$ cat src/rtl/viterbi_frame_if.sv
// Handshake bundle between the Viterbi frame controller and its neighbours:
// coded-symbol input, BMU/PMU step control, PMU decision return and the
// decoded-bit output stream. Signal names keep their direction as seen
// from the controller.
interface viterbi_frame_if;
    logic sym_valid_i;
    logic sym_ready_o;
    logic pmu_valid_o;
    logic pmu_flush_o;
    logic drain_o;
    logic pmu_valid_i;
    logic pmu_bit_i;
    logic bit_valid_o;
    logic bit_o;
    logic bit_last_o;
    logic bit_ready_i;

    modport master (
        input  sym_valid_i,
        input  pmu_valid_i,
        input  pmu_bit_i,
        input  bit_ready_i,
        output sym_ready_o,
        output pmu_valid_o,
        output pmu_flush_o,
        output drain_o,
        output bit_valid_o,
        output bit_o,
        output bit_last_o
    );

    modport slave (
        output sym_valid_i,
        output pmu_valid_i,
        output pmu_bit_i,
        output bit_ready_i,
        input  sym_ready_o,
        input  pmu_valid_o,
        input  pmu_flush_o,
        input  drain_o,
        input  bit_valid_o,
        input  bit_o,
        input  bit_last_o
    );
endinterface

$ cat src/rtl/viterbi_frame_ctrl.sv
// Frame controller for a Viterbi decoder. Sequences one frame as
// flush -> accept frame_len symbols -> TB_DEPTH zero-metric drain steps,
// collects the PMU decisions of the decode steps (index >= TB_DEPTH) into a
// 2-entry output FIFO and streams them out. Steps are only issued while the
// FIFO plus the one possible in-flight decision still has room, so no
// decoded bit can ever be dropped.
module viterbi_frame_ctrl #(
    parameter int TB_DEPTH = 61,
    parameter int LEN_W    = 16
) (
    input  logic             clk_i,
    input  logic             rst_ni,
    input  logic             start_i,
    input  logic [LEN_W-1:0] frame_len_i,
    input  logic             abort_i,
    viterbi_frame_if.master  bus,
    output logic             busy_o,
    output logic             err_o
);
    // One extra bit so frame_len + TB_DEPTH never wraps.
    localparam int CNT_W = LEN_W + 1;
    localparam logic [CNT_W-1:0] DEPTH_C = CNT_W'(TB_DEPTH);
    localparam logic [CNT_W-1:0] ONE_C   = CNT_W'(1);

    typedef enum logic [2:0] {
        ST_IDLE  = 3'd0,
        ST_FLUSH = 3'd1,
        ST_RUN   = 3'd2,
        ST_DRAIN = 3'd3,
        ST_DONE  = 3'd4
    } state_e;

    state_e           state_r;
    state_e           state_nxt_s;
    logic [CNT_W-1:0] len_r;
    logic [CNT_W-1:0] step_cnt_r;
    logic [CNT_W-1:0] out_cnt_r;
    logic [CNT_W-1:0] step_inc_s;
    logic [1:0]       fifo_mem_r;
    logic             wr_ptr_r;
    logic             rd_ptr_r;
    logic [1:0]       fifo_cnt_r;
    logic             inflight_r;
    logic             abort_flush_r;
    logic             err_r;

    logic active_s;
    logic abort_s;
    logic credit_s;
    logic sym_ready_s;
    logic run_fire_s;
    logic drain_fire_s;
    logic step_fire_s;
    logic decode_s;
    logic push_s;
    logic pop_s;
    logic fifo_nempty_s;
    logic start_ok_s;
    logic start_err_s;

    assign active_s      = (state_r != ST_IDLE);
    // Abort outranks everything else in its cycle: no step, no push, no start.
    assign abort_s       = abort_i && active_s;
    assign fifo_nempty_s = (fifo_cnt_r != 2'd0);
    assign credit_s      = (({1'b0, fifo_cnt_r} + {2'b00, inflight_r}) < 3'd2);
    assign sym_ready_s   = (state_r == ST_RUN) && credit_s && !abort_s;
    assign run_fire_s    = sym_ready_s && bus.sym_valid_i;
    assign drain_fire_s  = (state_r == ST_DRAIN) && credit_s && !abort_s;
    assign step_fire_s   = run_fire_s || drain_fire_s;
    assign step_inc_s    = step_cnt_r + ONE_C;
    assign decode_s      = step_fire_s && (step_cnt_r >= DEPTH_C);
    // A decision is only accepted when a decode step is waiting for it.
    assign push_s        = bus.pmu_valid_i && inflight_r && !abort_s;
    assign pop_s         = fifo_nempty_s && bus.bit_ready_i;
    assign start_ok_s    = (state_r == ST_IDLE) && start_i && (frame_len_i != {LEN_W{1'b0}});
    assign start_err_s   = start_i && !abort_s &&
                           (active_s || (frame_len_i == {LEN_W{1'b0}}));

    // State register.
    always_ff @(posedge clk_i or negedge rst_ni) begin
        if (!rst_ni) begin
            state_r <= ST_IDLE;
        end else begin
            state_r <= state_nxt_s;
        end
    end

    // Next-state decode; abort overrides whatever the current state wants.
    always_comb begin
        state_nxt_s = state_r;
        case (state_r)
            ST_IDLE: begin
                if (start_ok_s) begin
                    state_nxt_s = ST_FLUSH;
                end else begin
                    state_nxt_s = ST_IDLE;
                end
            end
            ST_FLUSH: begin
                state_nxt_s = ST_RUN;
            end
            ST_RUN: begin
                if (run_fire_s && (step_inc_s == len_r)) begin
                    state_nxt_s = ST_DRAIN;
                end else begin
                    state_nxt_s = ST_RUN;
                end
            end
            ST_DRAIN: begin
                if (drain_fire_s && (step_inc_s == (len_r + DEPTH_C))) begin
                    state_nxt_s = ST_DONE;
                end else begin
                    state_nxt_s = ST_DRAIN;
                end
            end
            ST_DONE: begin
                if ((out_cnt_r == len_r) && !fifo_nempty_s) begin
                    state_nxt_s = ST_IDLE;
                end else begin
                    state_nxt_s = ST_DONE;
                end
            end
            default: begin
                state_nxt_s = ST_IDLE;
            end
        endcase
        if (abort_s) begin
            state_nxt_s = ST_IDLE;
        end else begin
            state_nxt_s = state_nxt_s;
        end
    end

    // Frame counters, in-flight tracking, output FIFO and status pulses.
    always_ff @(posedge clk_i or negedge rst_ni) begin
        if (!rst_ni) begin
            len_r         <= {CNT_W{1'b0}};
            step_cnt_r    <= {CNT_W{1'b0}};
            out_cnt_r     <= {CNT_W{1'b0}};
            fifo_mem_r    <= 2'b00;
            wr_ptr_r      <= 1'b0;
            rd_ptr_r      <= 1'b0;
            fifo_cnt_r    <= 2'd0;
            inflight_r    <= 1'b0;
            abort_flush_r <= 1'b0;
            err_r         <= 1'b0;
        end else if (abort_s) begin
            wr_ptr_r      <= 1'b0;
            rd_ptr_r      <= 1'b0;
            fifo_cnt_r    <= 2'd0;
            inflight_r    <= 1'b0;
            abort_flush_r <= 1'b1;
            err_r         <= 1'b0;
        end else begin
            abort_flush_r <= 1'b0;
            err_r         <= start_err_s;
            if (start_ok_s) begin
                len_r      <= {1'b0, frame_len_i};
                step_cnt_r <= {CNT_W{1'b0}};
                out_cnt_r  <= {CNT_W{1'b0}};
            end else begin
                if (step_fire_s) begin
                    step_cnt_r <= step_inc_s;
                end
                if (pop_s) begin
                    out_cnt_r <= out_cnt_r + ONE_C;
                end
            end
            // A new decode step may be issued in the cycle its predecessor returns.
            if (decode_s) begin
                inflight_r <= 1'b1;
            end else if (push_s) begin
                inflight_r <= 1'b0;
            end
            if (push_s) begin
                fifo_mem_r[wr_ptr_r] <= bus.pmu_bit_i;
                wr_ptr_r             <= ~wr_ptr_r;
            end
            if (pop_s) begin
                rd_ptr_r <= ~rd_ptr_r;
            end
            case ({push_s, pop_s})
                2'b10:   fifo_cnt_r <= fifo_cnt_r + 2'd1;
                2'b01:   fifo_cnt_r <= fifo_cnt_r - 2'd1;
                default: fifo_cnt_r <= fifo_cnt_r;
            endcase
        end
    end

    assign bus.sym_ready_o = sym_ready_s;
    assign bus.pmu_valid_o = step_fire_s;
    assign bus.drain_o     = drain_fire_s;
    assign bus.pmu_flush_o = (state_r == ST_FLUSH) || abort_flush_r;
    assign bus.bit_valid_o = fifo_nempty_s;
    assign bus.bit_o       = fifo_nempty_s && fifo_mem_r[rd_ptr_r];
    assign bus.bit_last_o  = fifo_nempty_s && (out_cnt_r == (len_r - ONE_C));
    assign busy_o          = active_s;
    assign err_o           = err_r;

endmodule

$ cat src/flat_wrapper.sv
// flat-port wrapper written by rule: the top's interface ports become plain ports
module viterbi_frame_ctrl_flat 
#(
    parameter int TB_DEPTH = 61,
    parameter int LEN_W    = 16
)
  (clk_i, rst_ni, start_i, frame_len_i, abort_i, busy_o, err_o, bus_sym_valid_i, bus_pmu_valid_i, bus_pmu_bit_i, bus_bit_ready_i, bus_sym_ready_o, bus_pmu_valid_o, bus_pmu_flush_o, bus_drain_o, bus_bit_valid_o, bus_bit_o, bus_bit_last_o);
  viterbi_frame_if bus_i ();
  input  logic clk_i;
  input  logic rst_ni;
  input  logic start_i;
  input  logic [LEN_W-1:0] frame_len_i;
  input  logic abort_i;
  output logic busy_o;
  output logic err_o;
  input wire logic [$bits(bus_i.sym_valid_i)-1:0] bus_sym_valid_i;
  input wire logic [$bits(bus_i.pmu_valid_i)-1:0] bus_pmu_valid_i;
  input wire logic [$bits(bus_i.pmu_bit_i)-1:0] bus_pmu_bit_i;
  input wire logic [$bits(bus_i.bit_ready_i)-1:0] bus_bit_ready_i;
  output wire logic [$bits(bus_i.sym_ready_o)-1:0] bus_sym_ready_o;
  output wire logic [$bits(bus_i.pmu_valid_o)-1:0] bus_pmu_valid_o;
  output wire logic [$bits(bus_i.pmu_flush_o)-1:0] bus_pmu_flush_o;
  output wire logic [$bits(bus_i.drain_o)-1:0] bus_drain_o;
  output wire logic [$bits(bus_i.bit_valid_o)-1:0] bus_bit_valid_o;
  output wire logic [$bits(bus_i.bit_o)-1:0] bus_bit_o;
  output wire logic [$bits(bus_i.bit_last_o)-1:0] bus_bit_last_o;
  assign bus_i.sym_valid_i = bus_sym_valid_i;
  assign bus_i.pmu_valid_i = bus_pmu_valid_i;
  assign bus_i.pmu_bit_i = bus_pmu_bit_i;
  assign bus_i.bit_ready_i = bus_bit_ready_i;
  assign bus_sym_ready_o = bus_i.sym_ready_o;
  assign bus_pmu_valid_o = bus_i.pmu_valid_o;
  assign bus_pmu_flush_o = bus_i.pmu_flush_o;
  assign bus_drain_o = bus_i.drain_o;
  assign bus_bit_valid_o = bus_i.bit_valid_o;
  assign bus_bit_o = bus_i.bit_o;
  assign bus_bit_last_o = bus_i.bit_last_o;
  viterbi_frame_ctrl #(.TB_DEPTH(TB_DEPTH), .LEN_W(LEN_W)) u_core (.clk_i(clk_i), .rst_ni(rst_ni), .start_i(start_i), .frame_len_i(frame_len_i), .abort_i(abort_i), .bus(bus_i), .busy_o(busy_o), .err_o(err_o));
endmodule
$ cat config.mk
export PLATFORM = sky130hd
export DESIGN_NAME = viterbi_frame_ctrl_flat
export DESIGN_NICKNAME = d
export VERILOG_FILES = /design/src/rtl/viterbi_frame_if.sv /design/src/rtl/viterbi_frame_ctrl.sv /design/src/flat_wrapper.sv
export SDC_FILE = /design/constraint.sdc
export NUM_CORES = 1
export LEC_CHECK = 0
export BUFFER_PORTS_ARGS = -buffer_cell sky130_fd_sc_hd__buf_2
export CAP_MARGIN = 20
export CORE_UTILIZATION = 50
export DETAILED_ROUTE_END_ITERATION = 7
export PLACE_DENSITY = 0.66
export SYNTH_ARGS = -nofsm -noshare
export SYNTH_HDL_FRONTEND = slang
export SYNTH_SLANG_ARGS = --single-unit
$ cat constraint.sdc
create_clock -name clk_i -period 3.99 [get_ports clk_i]
set_input_delay 0.9975 -clock clk_i [delete_from_list [all_inputs] [get_ports clk_i]]
set_output_delay 0.9975 -clock clk_i [all_outputs]
set_load 0.05 [all_outputs]
==> impl_summary.txt <==
----------------------------------------------------
[Status]
  Result of the run ... finished clean

[Global route]
  Overflow left after global routing ... 0
  All-layer global routing usage ... 27.0%
  Maximum number of pins on one net before global-route repair ... 37
  First-pass GRT wire length ... 20,400 um
  Number of antenna violations at the first check in global routing ... 0
  Via count of the first global-routing pass ... 4,104

[Finish]
  Synthesis-to-finish area growth ... 8.17%
  Number of antenna cells inserted ... 0
  Net count, final ... 589
  Share of post-route cells with drive strength above 1 ... 14.7%
  Final cell count without fillers ... 672
  Top library cells by usage in the layout, fill and taps aside ... 75 x sky130_fd_sc_hd__nand2_1, 62 x sky130_fd_sc_hd__dfrtp_1, 50 x sky130_fd_sc_hd__xnor2_1
  Most frequent standard cell in the layout excluding fill and tap cells ... sky130_fd_sc_hd__nand2_1
  Count of fill cells added during filler insertion ... 812

[Setup path]
  Endpoint required time on the critical path ... 2.99 ns
  Critical Path Source Type ... register
  Register-to-register setup slack ... 0.70 ns
  Beginning of the worst register-to-register path ... u_core.step_cnt_r[0]$_DFFE_PN0P_
  Endpoint kind of the worst setup timing path ... output port
  Terminus of the critical flop-to-flop path ... u_core.state_r[0]$_DFF_PN0_
  Type of the worst setup path ... reg -> out
  R2r worst-path depth ... 8
  Worst EP arrival ... 2.90 ns
  Highest fanout seen on the critical path ... 15

[Pwr]
  Maximum vdd drop ... 299 uV
  Share of total power in sequential cells ... 38.5%
  P_leak ... 0.00213 uW
  Combinational cell fraction of total power ... 38.1%
  Switching pwr ... 841 uW
  Relative contribution of the clock network to total power ... 23.5%
  Internal power contribution ... 1260 uW
  Net switching fraction of the power ... 39.9%
  Pwr Density ... 420 nW/um2

[Floorplanning]
  Area inside the core boundary ... 8850 um2
  Std cell rows ... 34
  Number of I/O pins ... 33
  Die span in x ... 98.3 um
  Die Height ... 98.3 um
  Die ar. ... 9670 um2
  Initial cell density of the core ... 52.4%

[Clocking]
  Clk Tree Root Cell ... sky130_fd_sc_hd__clkbuf_8
  Number of CTS-inserted buffers ... 9
  Clock insertion delay at the later pin of the skew report ... 0.35 ns
  CTS tree ... yes
  Deepest clock path buffer count ... 2
  Total clock sinks ... 62
  CTS clock-pin slew for the worst setup and hold paths ... 0.07 ns
  CTS HTree Levels ... 3

[Yosys]
  Synthesis-stage register bit count ... 62
  Sequential share of the synthesized area ... 33.5%
  Summed instance area of the synthesized netlist ... 4640 um2
  Total of warnings raised by yosys ... 0
  Yosys top cell by area ... sky130_fd_sc_hd__dfrtp_1
  Primary flip-flop cell chosen by synthesis mapping ... sky130_fd_sc_hd__dfrtp_1
  Number of unique standard cell types used by synthesis ... 68
  Post-Syn Area per Cell ... 8.49 um2
  Nets in the synthesized netlist ... 576
  Most area-consuming cells after synthesis ... sky130_fd_sc_hd__dfrtp_1 33%, sky130_fd_sc_hd__xnor2_1 9.4%, sky130_fd_sc_hd__nand2_1 6.1%
  Portion of synthesized cell area occupied by the leading cell type ... 33.5%
  Synthesized instance count ... 546
  Proportion of synthesized flip-flops having asynchronous set or reset ... 100%
  Number of synthesized flops with an enable pin ... 0

[Detailed routing]
  Antenna-violating nets left ... 0
  Wire length reported by the detailed router ... 12,000 um
  Via count normalized by instance count ... 6.10
  Number of detailed-routing iterations run before antenna repair ... 5
  Mean routed wirelength per cell ... 17.9 um
  Total vias in the final route ... 4,102
  Total DRC errors in the routed layout ... 0
  DRC violation total after the first TritonRoute iteration ... 258

[Timing]
  Setup_tns ... 0 ns
  Worst slew margin ... 52.0%
  Least-Margin Pin Slew ... 0.720 ns
  Minimum clock period after layout ... 3.89 ns
  Hold_ws ... 0.522 ns
  Final setup slack of the worst path ... 0.0965 ns
  Number of endpoints with negative hold slack in the final report ... 0
  Period utilization ... 97.6%
  Total of endpoints with negative setup slack in the final report ... 0
  Final number of max-transition violations ... 0
  Setup repair after global routing missed its margin ... no
  Worst Skew ... 0.0105 ns
  FMAX ... 257 MHz

[Flow run]
  MaxCap Viol Count ... 0

[Worst hold path]
  HP Start ... u_core.fifo_mem_r[1]$_DFFE_PN0P_
  Min-Delay Path Class ... reg -> reg
  Sink of the worst hold path ... u_core.fifo_mem_r[1]$_DFFE_PN0P_
  Instance count along the most critical hold path ... 1

[Placed design]
  GP Congestion ... 1.03
  Placed wire-length estimate after detailed placement ... 8940 um
  Worst setup slack after placement ... 0.306 ns
  DP Cell Count ... 655
  Number of buffers inserted by port buffering ... 32

----------------------------------------------------
[worst max-delay path: stages (launching register included)]
cell and delay, ns:
sky130_fd_sc_hd__dfrtp_1 0.39, sky130_fd_sc_hd__buf_4 0.19, sky130_fd_sc_hd__or4_4 0.57, sky130_fd_sc_hd__nor4_4 0.21, sky130_fd_sc_hd__buf_4 0.19, sky130_fd_sc_hd__and3_1 0.21
sky130_fd_sc_hd__a211o_1 0.14, sky130_fd_sc_hd__a32oi_1 0.11, sky130_fd_sc_hd__nor4_2 0.30, sky130_fd_sc_hd__buf_4 0.25
[power by group through the flow]
stage / clock network (uW) / logic [uW] / registers, uW
after CTS: 503 / 798 / 806
after global routing: 532 / 884 / 816
final: 494 / 802 / 810
after floorplan: 0 / 643 / 749
after global placement: 0 / 770 / 815
after detailed placement: 0 / 783 / 817
[cells in the mapped netlist, types with 2 or more instances]
master / number
sky130_fd_sc_hd__o41ai_1: 2
sky130_fd_sc_hd__nor2_1: 44
sky130_fd_sc_hd__nor4_1: 22
sky130_fd_sc_hd__buf_4: 4
sky130_fd_sc_hd__inv_1: 14
sky130_fd_sc_hd__nor4b_1: 3
sky130_fd_sc_hd__or3_1: 5
sky130_fd_sc_hd__dfrtp_1: 62
sky130_fd_sc_hd__mux2i_1: 4
sky130_fd_sc_hd__nor3_2: 3
sky130_fd_sc_hd__nor3b_1: 3
sky130_fd_sc_hd__o31ai_1: 7
sky130_fd_sc_hd__nand3_1: 15
sky130_fd_sc_hd__o2111ai_1: 4
sky130_fd_sc_hd__ha_1: 6
sky130_fd_sc_hd__nand3b_1: 3
sky130_fd_sc_hd__o21ai_0: 34
sky130_fd_sc_hd__nand2_1: 75
sky130_fd_sc_hd__nand2b_1: 2
sky130_fd_sc_hd__nor3_1: 18
sky130_fd_sc_hd__nand4b_1: 2
sky130_fd_sc_hd__clkbuf_1: 27
sky130_fd_sc_hd__a22o_1: 2
sky130_fd_sc_hd__a211o_1: 3
sky130_fd_sc_hd__nand3_2: 2
sky130_fd_sc_hd__xor2_1: 31
sky130_fd_sc_hd__and3_1: 4
sky130_fd_sc_hd__or4_1: 2
sky130_fd_sc_hd__a211oi_1: 5
sky130_fd_sc_hd__buf_2: 11
sky130_fd_sc_hd__xnor2_1: 50
sky130_fd_sc_hd__nand4_1: 16
sky130_fd_sc_hd__a21oi_1: 15
sky130_fd_sc_hd__xnor3_1: 5
sky130_fd_sc_hd__o21a_1: 2
sky130_fd_sc_hd__mux2_2: 4
sky130_fd_sc_hd__a31oi_1: 2
sky130_fd_sc_hd__and2_1: 3
[logic make-up after synthesis]
kind of cell | count (synthesis) | share of synthesized area [%]
compound gates | 90 | 12.6
xor+xnor | 86 | 17.7
fa+ha+maj | 6 | 1.62
buf+inv | 57 | 5.40
flops | 62 | 33.5
mux | 8 | 1.83
simple gates | 237 | 27.4
[registers in the layout, indices dropped and copies added, names as in the netlist]
name,cells
u_core.inflight_r,1
u_core.rd_ptr_r,1
u_core.out_cnt_r,17
u_core.state_r,3
u_core.wr_ptr_r,1
u_core.fifo_mem_r,2
u_core.step_cnt_r,17
u_core.err_o,1
u_core.fifo_cnt_r,2
u_core.abort_flush_r,1
u_core.len_r,16
[timing repair]
action,CTS,global route
hold buffers,0,0
setup endpoints to repair,1,1
gates resized for setup,3,0
buffers inserted,1,0
hold endpoints to repair,0,0
pin swaps,1,1
[per-stage QoR]
step / instance area (um2) / power [uW] / utilization [%]
after floorplan: 4640 / 1390 / -
after global placement: 4830 / 1580 / 54.6
after detailed placement: 4830 / 1600 / 54.6
after CTS: 5020 / 2110 / 56.7
after global routing: 5020 / 2230 / 56.7
final: 5020 / 2110 / 56.7
[final cells by class]
type,count,area (um2),area share [%]
clock buffer,12,145,2.89
clock inverter,4,22.5,0.449
inverter,14,52.6,1.05
multi-input combinational,427,2850,56.8
sequential,62,1550,30.9
tap,108,135,2.69
timing repair buffer,45,260,5.19
[how the worst max path moves through the flow]
stage,start,end
3_5_place_dp,u_core.len_r[4]$_DFFE_PN0P_,bus_bit_last_o
3_3_place_gp,u_core.len_r[2]$_DFFE_PN0P_,bus_bit_last_o
5_1_grt,u_core.len_r[2]$_DFFE_PN0P_,bus_bit_last_o
2_1_floorplan,u_core.len_r[2]$_DFFE_PN0P_,bus_bit_last_o
6_report,u_core.len_r[2]$_DFFE_PN0P_,bus_bit_last_o
4_1_cts,u_core.len_r[2]$_DFFE_PN0P_,bus_bit_last_o
[metal layers]
layer	share of wire [%]	global-route usage, %
met1	44	34.1
met2	47	43.9
met3	4.8	5.37
met4	4.2	14.1
met5	0	0
Note: power is estimated with default switching activity, not from simulation.
